### config.mk
export PLATFORM = sky130hd
export DESIGN_NAME = vram_write_arbiter
export DESIGN_NICKNAME = d
export VERILOG_FILES = /design/src/rtl/vram_arb_pkg.sv /design/src/rtl/rr_arbiter2.sv /design/src/rtl/vram_write_arbiter.sv
export SDC_FILE = /design/constraint.sdc
export NUM_CORES = 1
export LEC_CHECK = 0
export ABC_AREA = 1
export BUFFER_PORTS_ARGS = -buffer_cell sky130_fd_sc_hd__buf_2
export CAP_MARGIN = 20
export CORE_UTILIZATION = 24
export CTS_CLUSTER_SIZE = 16
export DETAILED_ROUTE_END_ITERATION = 12
export MAX_ROUTING_LAYER = met4
export PLACE_DENSITY = 0.62
export SLEW_MARGIN = 20
export SYNTH_ARGS = -nofsm -noshare
export SYNTH_HDL_FRONTEND = slang
export SYNTH_SLANG_ARGS = --single-unit
### constraint.sdc
create_clock -name Clock -period 1.4 [get_ports Clock]
set_input_delay 0.28 -clock Clock [delete_from_list [all_inputs] [get_ports Clock]]
set_output_delay 0.28 -clock Clock [all_outputs]
set_load 0.005 [all_outputs]
### src/rtl/vram_arb_pkg.sv
// Shared encodings for the VRAM write arbiter: FSM states, grant sources and
// the round-robin pointer values.
package vram_arb_pkg;

  typedef enum logic {
    ST_IDLE  = 1'b0,
    ST_CLEAR = 1'b1
  } state_e;

  typedef enum logic [1:0] {
    GNT_NONE = 2'd0,
    GNT_P0   = 2'd1,
    GNT_P1   = 2'd2,
    GNT_CLR  = 2'd3
  } gnt_e;

  // The pointer holds the port that was granted last.
  localparam logic PTR_P0     = 1'b0;
  localparam logic PTR_P1     = 1'b1;
  localparam logic RR_PTR_RST = PTR_P1;

endpackage

### src/rtl/rr_arbiter2.sv
// Two-way round-robin grant logic. Purely combinational; the caller keeps the
// pointer register and loads ptr_o every cycle.
module rr_arbiter2
  import vram_arb_pkg::*;
(
  input  logic       ptr_i,
  input  logic [1:0] elig_i,
  output logic [1:0] gnt_o,
  output logic       ptr_o
);

  always_comb begin
    gnt_o = 2'b00;
    ptr_o = ptr_i;
    case (elig_i)
      2'b01: begin
        gnt_o = 2'b01;
        ptr_o = PTR_P0;
      end
      2'b10: begin
        gnt_o = 2'b10;
        ptr_o = PTR_P1;
      end
      2'b11: begin
        // Tie: the port that was not served last goes first.
        if (ptr_i == PTR_P1) begin
          gnt_o = 2'b01;
          ptr_o = PTR_P0;
        end else begin
          gnt_o = 2'b10;
          ptr_o = PTR_P1;
        end
      end
      default: ;
    endcase
  end

endmodule

### src/rtl/vram_write_arbiter.sv
// Shares the VRAM write port between two req/ack requesters with round-robin
// fairness; the screen-clear engine is built only when VRAM_ARB_CLEAR_EN is defined.
module vram_write_arbiter
  import vram_arb_pkg::*;
#(
  parameter int DATA_WIDTH = 16,
  parameter int ADDR_WIDTH = 8,
  parameter int MEM_SIZE   = 8
) (
  input  logic                  Clock,
  input  logic                  Reset,
  input  logic                  iReq0,
  input  logic [ADDR_WIDTH-1:0] iAddr0,
  input  logic [DATA_WIDTH-1:0] iData0,
  output logic                  oAck0,
  input  logic                  iReq1,
  input  logic [ADDR_WIDTH-1:0] iAddr1,
  input  logic [DATA_WIDTH-1:0] iData1,
  output logic                  oAck1,
  input  logic                  iClearReq,
  input  logic [DATA_WIDTH-1:0] iClearValue,
  output logic                  oClearBusy,
  output logic                  oWriteEnable,
  output logic [ADDR_WIDTH-1:0] oWriteAddress,
  output logic [DATA_WIDTH-1:0] oWriteData
);

  logic                  we_q, we_d;
  logic [ADDR_WIDTH-1:0] addr_q, addr_d;
  logic [DATA_WIDTH-1:0] data_q, data_d;
  logic                  ack0_q, ack0_d;
  logic                  ack1_q, ack1_d;
  logic                  busy_q, busy_d;
  logic                  ptr_q, ptr_d;

  logic [1:0]            elig;
  logic [1:0]            elig_arb;
  logic [1:0]            rr_gnt;
  logic                  rr_ptr_nxt;
  gnt_e                  gnt;

  logic                  clr_start;
  logic                  clr_write;
  logic [ADDR_WIDTH-1:0] clr_addr;
  logic [DATA_WIDTH-1:0] clr_data;

`ifdef VRAM_ARB_CLEAR_EN
  localparam logic [ADDR_WIDTH-1:0] LAST_ADDR = ADDR_WIDTH'(MEM_SIZE);

  state_e                state_q, state_d;
  logic [ADDR_WIDTH-1:0] cnt_q, cnt_d;
  logic [DATA_WIDTH-1:0] fill_q, fill_d;

  always_comb begin
    state_d   = state_q;
    cnt_d     = cnt_q;
    fill_d    = fill_q;
    clr_start = 1'b0;
    clr_write = 1'b0;
    case (state_q)
      ST_IDLE: begin
        if (iClearReq) begin
          state_d   = ST_CLEAR;
          cnt_d     = '0;
          fill_d    = iClearValue;
          clr_start = 1'b1;
        end
      end
      ST_CLEAR: begin
        // Further clear requests are ignored until the last word is written.
        clr_write = 1'b1;
        if (cnt_q == LAST_ADDR) begin
          state_d = ST_IDLE;
        end else begin
          cnt_d = cnt_q + ADDR_WIDTH'(1);
        end
      end
      default: state_d = ST_IDLE;
    endcase
  end

  assign clr_addr = cnt_q;
  assign clr_data = fill_q;
  assign busy_d   = (state_d == ST_CLEAR);

  always_ff @(posedge Clock or posedge Reset) begin
    if (Reset) begin
      state_q <= ST_IDLE;
      cnt_q   <= '0;
      fill_q  <= '0;
    end else begin
      state_q <= state_d;
      cnt_q   <= cnt_d;
      fill_q  <= fill_d;
    end
  end
`else
  logic unused_clear_in;

  assign clr_start       = 1'b0;
  assign clr_write       = 1'b0;
  assign clr_addr        = '0;
  assign clr_data        = '0;
  assign busy_d          = 1'b0;
  assign unused_clear_in = ^{iClearReq, iClearValue, ADDR_WIDTH'(MEM_SIZE)};
`endif

  // A request whose ack is currently high has already been served.
  always_comb begin
    elig     = {iReq1 & ~ack1_q, iReq0 & ~ack0_q};
    elig_arb = (clr_start | clr_write) ? 2'b00 : elig;
  end

  rr_arbiter2 u_rr (
    .ptr_i  (ptr_q),
    .elig_i (elig_arb),
    .gnt_o  (rr_gnt),
    .ptr_o  (rr_ptr_nxt)
  );

  always_comb begin
    gnt = GNT_NONE;
    if (clr_write) begin
      gnt = GNT_CLR;
    end else if (rr_gnt[0]) begin
      gnt = GNT_P0;
    end else if (rr_gnt[1]) begin
      gnt = GNT_P1;
    end
  end

  always_comb begin
    we_d   = 1'b0;
    ack0_d = 1'b0;
    ack1_d = 1'b0;
    addr_d = addr_q;
    data_d = data_q;
    ptr_d  = rr_ptr_nxt;
    case (gnt)
      GNT_P0: begin
        we_d   = 1'b1;
        ack0_d = 1'b1;
        addr_d = iAddr0;
        data_d = iData0;
      end
      GNT_P1: begin
        we_d   = 1'b1;
        ack1_d = 1'b1;
        addr_d = iAddr1;
        data_d = iData1;
      end
      GNT_CLR: begin
        we_d   = 1'b1;
        addr_d = clr_addr;
        data_d = clr_data;
      end
      default: ;
    endcase
  end

  always_ff @(posedge Clock or posedge Reset) begin
    if (Reset) begin
      we_q   <= 1'b0;
      addr_q <= '0;
      data_q <= '0;
      ack0_q <= 1'b0;
      ack1_q <= 1'b0;
      busy_q <= 1'b0;
      ptr_q  <= RR_PTR_RST;
    end else begin
      we_q   <= we_d;
      addr_q <= addr_d;
      data_q <= data_d;
      ack0_q <= ack0_d;
      ack1_q <= ack1_d;
      busy_q <= busy_d;
      ptr_q  <= ptr_d;
    end
  end

  assign oWriteEnable  = we_q;
  assign oWriteAddress = addr_q;
  assign oWriteData    = data_q;
  assign oAck0         = ack0_q;
  assign oAck1         = ack1_q;
  assign oClearBusy    = busy_q;

endmodule

Word-level counts from Yosys, hierarchy flattened --
Cells that the tools add are included.
Word-level totals: input port bits 69, register bits 28, logic and storage cells 30
Cells by class: bitwise gates (word level) 4, equal/unequal tests 6, muxes and demuxes 11, reductions and logical operators 3
Operators by type and width (number):
- case mux 16 bit (3 select lines) | 1
- case mux 8 bit (3 select lines) | 1
- equality test 2 bit, second input constant | 4
- two-way mux 2 bit | 3
- case mux 2 bit (3 select lines) | 1
- nonzero test 3 bit | 2
- equality test 2 x 1 -> 1 bit, second input constant | 2
- two-way mux 1 bit | 4
- case mux 1 bit (3 select lines) | 1
- OR reduction 3 bit | 1
- AND 1 bit | 2
- NOT 1 bit | 2

Longest topological paths before layout --
word-level depth 9, gate-level depth with buffers 7

By module --
A second synthesis with hierarchy kept.
Unflattened totals: cells, all modules 157, area, all modules 1396.3 µm²
By module, submodules not included:
- vram_write_arbiter | area each 1357.6 µm², seq. area each 701.9 µm², times used 1, cells each 147
- rr_arbiter2 | area each 38.8 µm², seq. area each 0.0 µm², times used 1, cells each 10

Worst setup path before layout --
OpenSTA, ideal clock, no wires.
path type register to register, from register ptr_q, to register addr_q[7] (netlist: oWriteAddress[7]), path buffers 1, setup time 0.065 ns, clock period less this slack 1.139 ns, cell stages (with the launch flop) 8, data arrival time 1.074 ns, setup slack 0.261 ns, required time 1.335 ns, cell sequence dfstp_2 inv_1 nand3_2 buf_2 nand3_1 nand2_1 inv_1 nand2_1
On the way: longest elaborated chain between the ends 6
Ends and longest elaborated chain:
- start, declared | RTL line vram_write_arbiter.sv:34 | logic ptr_q, ptr_d;
- start signal, assigned | RTL line vram_write_arbiter.sv:177 | ptr_q <= ptr_d;
- two-way mux 2 bit (*) | RTL line rr_arbiter2.sv:26 | if (ptr_i == PTR_P1) begin
- case mux 2 bit (3 select lines) (*) | RTL line rr_arbiter2.sv:15 | case (elig_i)
- two-way mux 2 bit | RTL line vram_write_arbiter.sv:127 | end else if (rr_gnt[1]) begin
- two-way mux 2 bit (*) | RTL line vram_write_arbiter.sv:125 | end else if (rr_gnt[0]) begin
- equality test 2 bit or equality test 2 x 1 -> 1 bit (tied branches) | RTL line vram_write_arbiter.sv:139 | case (gnt)
- case mux 8 bit (3 select lines) or nonzero test 3 bit (tied branches)
- end signal, assigned | RTL line vram_write_arbiter.sv:172 | addr_q <= addr_d;
- end, declared | RTL line vram_write_arbiter.sv:29 | logic [ADDR_WIDTH-1:0] addr_q, addr_d;
Every way passes the cells marked *; elsewhere a longest branch is shown, timed or not. A chain may end at the register's enable or synchronous reset.

Worst setup path in the final report --
from register ptr_q, to register addr_q[4] (netlist: oWriteAddress[4])
Same word-level chain as after synthesis.

==> summary.md <==
| Metric | Value |
|---|---|
| Final Skew | `between 8 and 9 ps` |
| Worst EP arrival | `roughly 1500 ps` |
| Final Hold Fails | `0` |
| Die height | `roughly 80 um` |
| Post-synthesis cell type count | `15` |
| Unrepaired setup endpoints after global routing | `no` |
| CTS Buf Count | `3` |
| Nets | `352` |
| Global route overflow | `0` |
| Largest net degree at the start of global routing | `20` |
| CTS tree | `done` |
| Gates resized, CTS repair | `0` |
| Crit-path max cell delay | `about 570 ps` |
| Wire per inst | `11.2 um` |
| Final setup violation count | `0` |
| Worst Setup End Kind | `register` |
| Setup CP Type | `reg -> reg` |
| Sink Count | `28` |
| Die Footprint | `approximately 6400 sq um` |
| Avg Cell Area, Syn | `about 7.4 sq um` |
| Global-route wire length before repair | `roughly 6400 um` |
| Mapped Nets | `between 200 and 300` |
| # DRC | `0` |
| Max Root-Sink Buffers | `2` |
| P&R area growth vs syn | `41.4%` |
| Cell row count | `28` |
| Max_cap viols | `0` |
| Status | `complete, no violations` |
| Critical-path top delay cell | `dfstp_2` |
| Vias in the first global route | `between 1000 and 1500` |
| Synth Instances | `between 150 and 200` |
| Number of H-tree levels | `1` |
| Non-filler cells, final | `358` |
| Core area | `just under 6000 sq um` |
| P_leak | `approximately 0.0012 uW` |
| Maximum clock frequency | `around 800 MHz` |
| Drt first pass iters | `4` |
| Worst path cell trace | `inv_1 -> nand3_2 -> buf_4 -> nand3_1 -> nand2_1 -> inv_1 -> nand2_1` |
| Worst setup SP type | `register` |
| VDD IR max | `roughly 0.45 mV` |
| Worst-Skew Late Latency | `approximately 280 ps` |
| Synth Register Bits | `28` |
| Fillers | `between 600 and 700` |
| Routed WL | `between 4000 and 5000 um` |
| Setup_tns | `0 ps` |
| Fin crit share | `0.894` |
| Clk slew on worst S/H paths | `~100 ps` |
| Sequential share of the synthesized area | `0.479` |
| Post-DP HPWL | `2960 um` |
| Pwr per Cell Area | `around 1200 nW/um^2` |
| DR vias/cell | `between 4 and 5` |
| Cts hold-fix bufs | `1` |
| Post-Syn Area | `roughly 1500 sq um` |
| Ratio of cells with drive above 1 in the final layout | `0.358` |
| Placed cells | `352` |
| Initial Util | `0.248` |
| CP max FO | `8` |
| IO Count | `just under 100` |
| CP Data Required Time | `between 1500 and 2000 ps` |
| Tot GR Track Use | `0.133` |
| Multi-input logic area | `between 500 and 600 sq um` |
| Die width | `80.2 um` |
| Initial antenna violation count | `1` |
| Vias after detailed routing | `approximately 1500` |
| Shortest period the worst path allows | `about 1300 ps` |
| Max-slew violations | `0` |
| Post-CTS Setup Bufs | `0` |
| Yosys warnings | `0` |
| GPL Wtd Cong | `0.732` |
| Min-delay worst type | `in -> reg` |
| Post-DRT Antenna Nets | `0` |
| Iteration-0 DRC Markers | `26` |
| FF+latch area | `between 700 and 800 sq um` |
| Root buf cell | `clkbuf_8` |
| PortBufs | `slightly below 80` |
## worst paths after layout
kind	startpoint	end	slack (ps)	cells past startpoint
max in group asynchronous	Reset	oWriteData[8]$_DFFE_PP0P_	440	4
worst max-delay path	ptr_q$_DFFE_PP1P_	oWriteAddress[4]$_DFFE_PP0P_	150	7
worst max register to register	ptr_q$_DFFE_PP1P_	oWriteAddress[4]$_DFFE_PP0P_	150	7
worst min register to register	ptr_q$_DFFE_PP1P_	ptr_q$_DFFE_PP1P_	560	2
min in group asynchronous	Reset	oWriteAddress[2]$_DFFE_PP0P_	520	3
worst min-delay path	iAddr1[2]	oWriteAddress[2]$_DFFE_PP0P_	200	3
## logic make-up after synthesis
family          after synthesis  synth area share
compound gates                2            0.0145
simple gates                126             0.376
flops                        28             0.479
buf+inv                      41             0.128
other cells                   1           0.00256
## cells in the mapped netlist
library cell / count / area [sq um]
nand2_2: 2 / 12.5
nand3_2: 1 / 10.0
dfstp_2: 1 / 26.3
conb_1: 1 / 3.75
a21oi_4: 1 / 16.3
nand2_1: 74 / 278
inv_2: 2 / 7.51
buf_2: 6 / 30.0
buf_6: 2 / 22.5
o21ai_0: 1 / 5.00
nor2_4: 1 / 11.3
dfrtp_1: 27 / 676
nand3_1: 48 / 240
buf_4: 3 / 22.5
inv_1: 28 / 105
## layout make-up
cell class | instances | area share
repair buffers | 91 | 0.261
well taps | 75 | 0.0453
multi-input cells | 129 | 0.278
inverters | 30 | 0.0543
clock buffers | 4 | 0.0217
diodes | 1 | 0.00121
flip-flops and latches | 28 | 0.339
## routing by layer
metal / part of all wire / vias up / global-route usage
met4: 0.0057 / 0 / 0.0268
met2: 0.43 / 66 / 0.215
met1: 0.50 / 661 / 0.173
met3: 0.070 / 4 / 0.0273
met5: 0 / - / -
li1: - / 775 / -
## state kept, by name, summed over array words and instances, names as in the netlist
register       flops
oAck0              1
oAck1              1
oWriteAddress      8
oWriteData        16
oWriteEnable       1
ptr_q              1
## report_power, final
part	leakage (uW)	internal (uW)	switching [uW]
registers	0.000340	1010	109
logic	0.000874	432	496
clock network	0.0000228	204	256
## critical path, delay by kind of cell (launching register included)
| kind | cells | cell delay (ps) |
|---|---|---|
| buf+inv | 3 | 280 |
| simple gates | 4 | 350 |
| flops | 1 | 570 |
## through the flow
step | setup WS (ps) | hold slack, ps | utilization | cell area [sq um] | total power (uW)
finish | 148 | 195 | 0.350 | 2070 | 2510
global route | 41.5 | 194 | 0.350 | 2070 | 2730
CTS | 134 | 183 | 0.350 | 2070 | 2560
detailed placement | 149 | 292 | 0.340 | 2020 | 2080
global placement | 171 | 292 | 0.340 | 2020 | 2060
floorplan | 261 | 345 | - | 1470 | 1630
## cell usage in the layout (no fill, tap or decap)
master / count
conb_1: 1
dfrtp_1: 27
dlygate4sd3_1: 1
clkbuf_8: 3
nand3_2: 1
clkbuf_1: 1
buf_2: 78
diode_2: 1
nand3_1: 48
buf_4: 8
dfstp_2: 1
a21oi_4: 1
inv_1: 28
inv_2: 2
buf_12: 4
o21ai_0: 1
nand2_1: 74
nor2_4: 1
nand2_2: 2
Power figures use the tool's default switching activity.
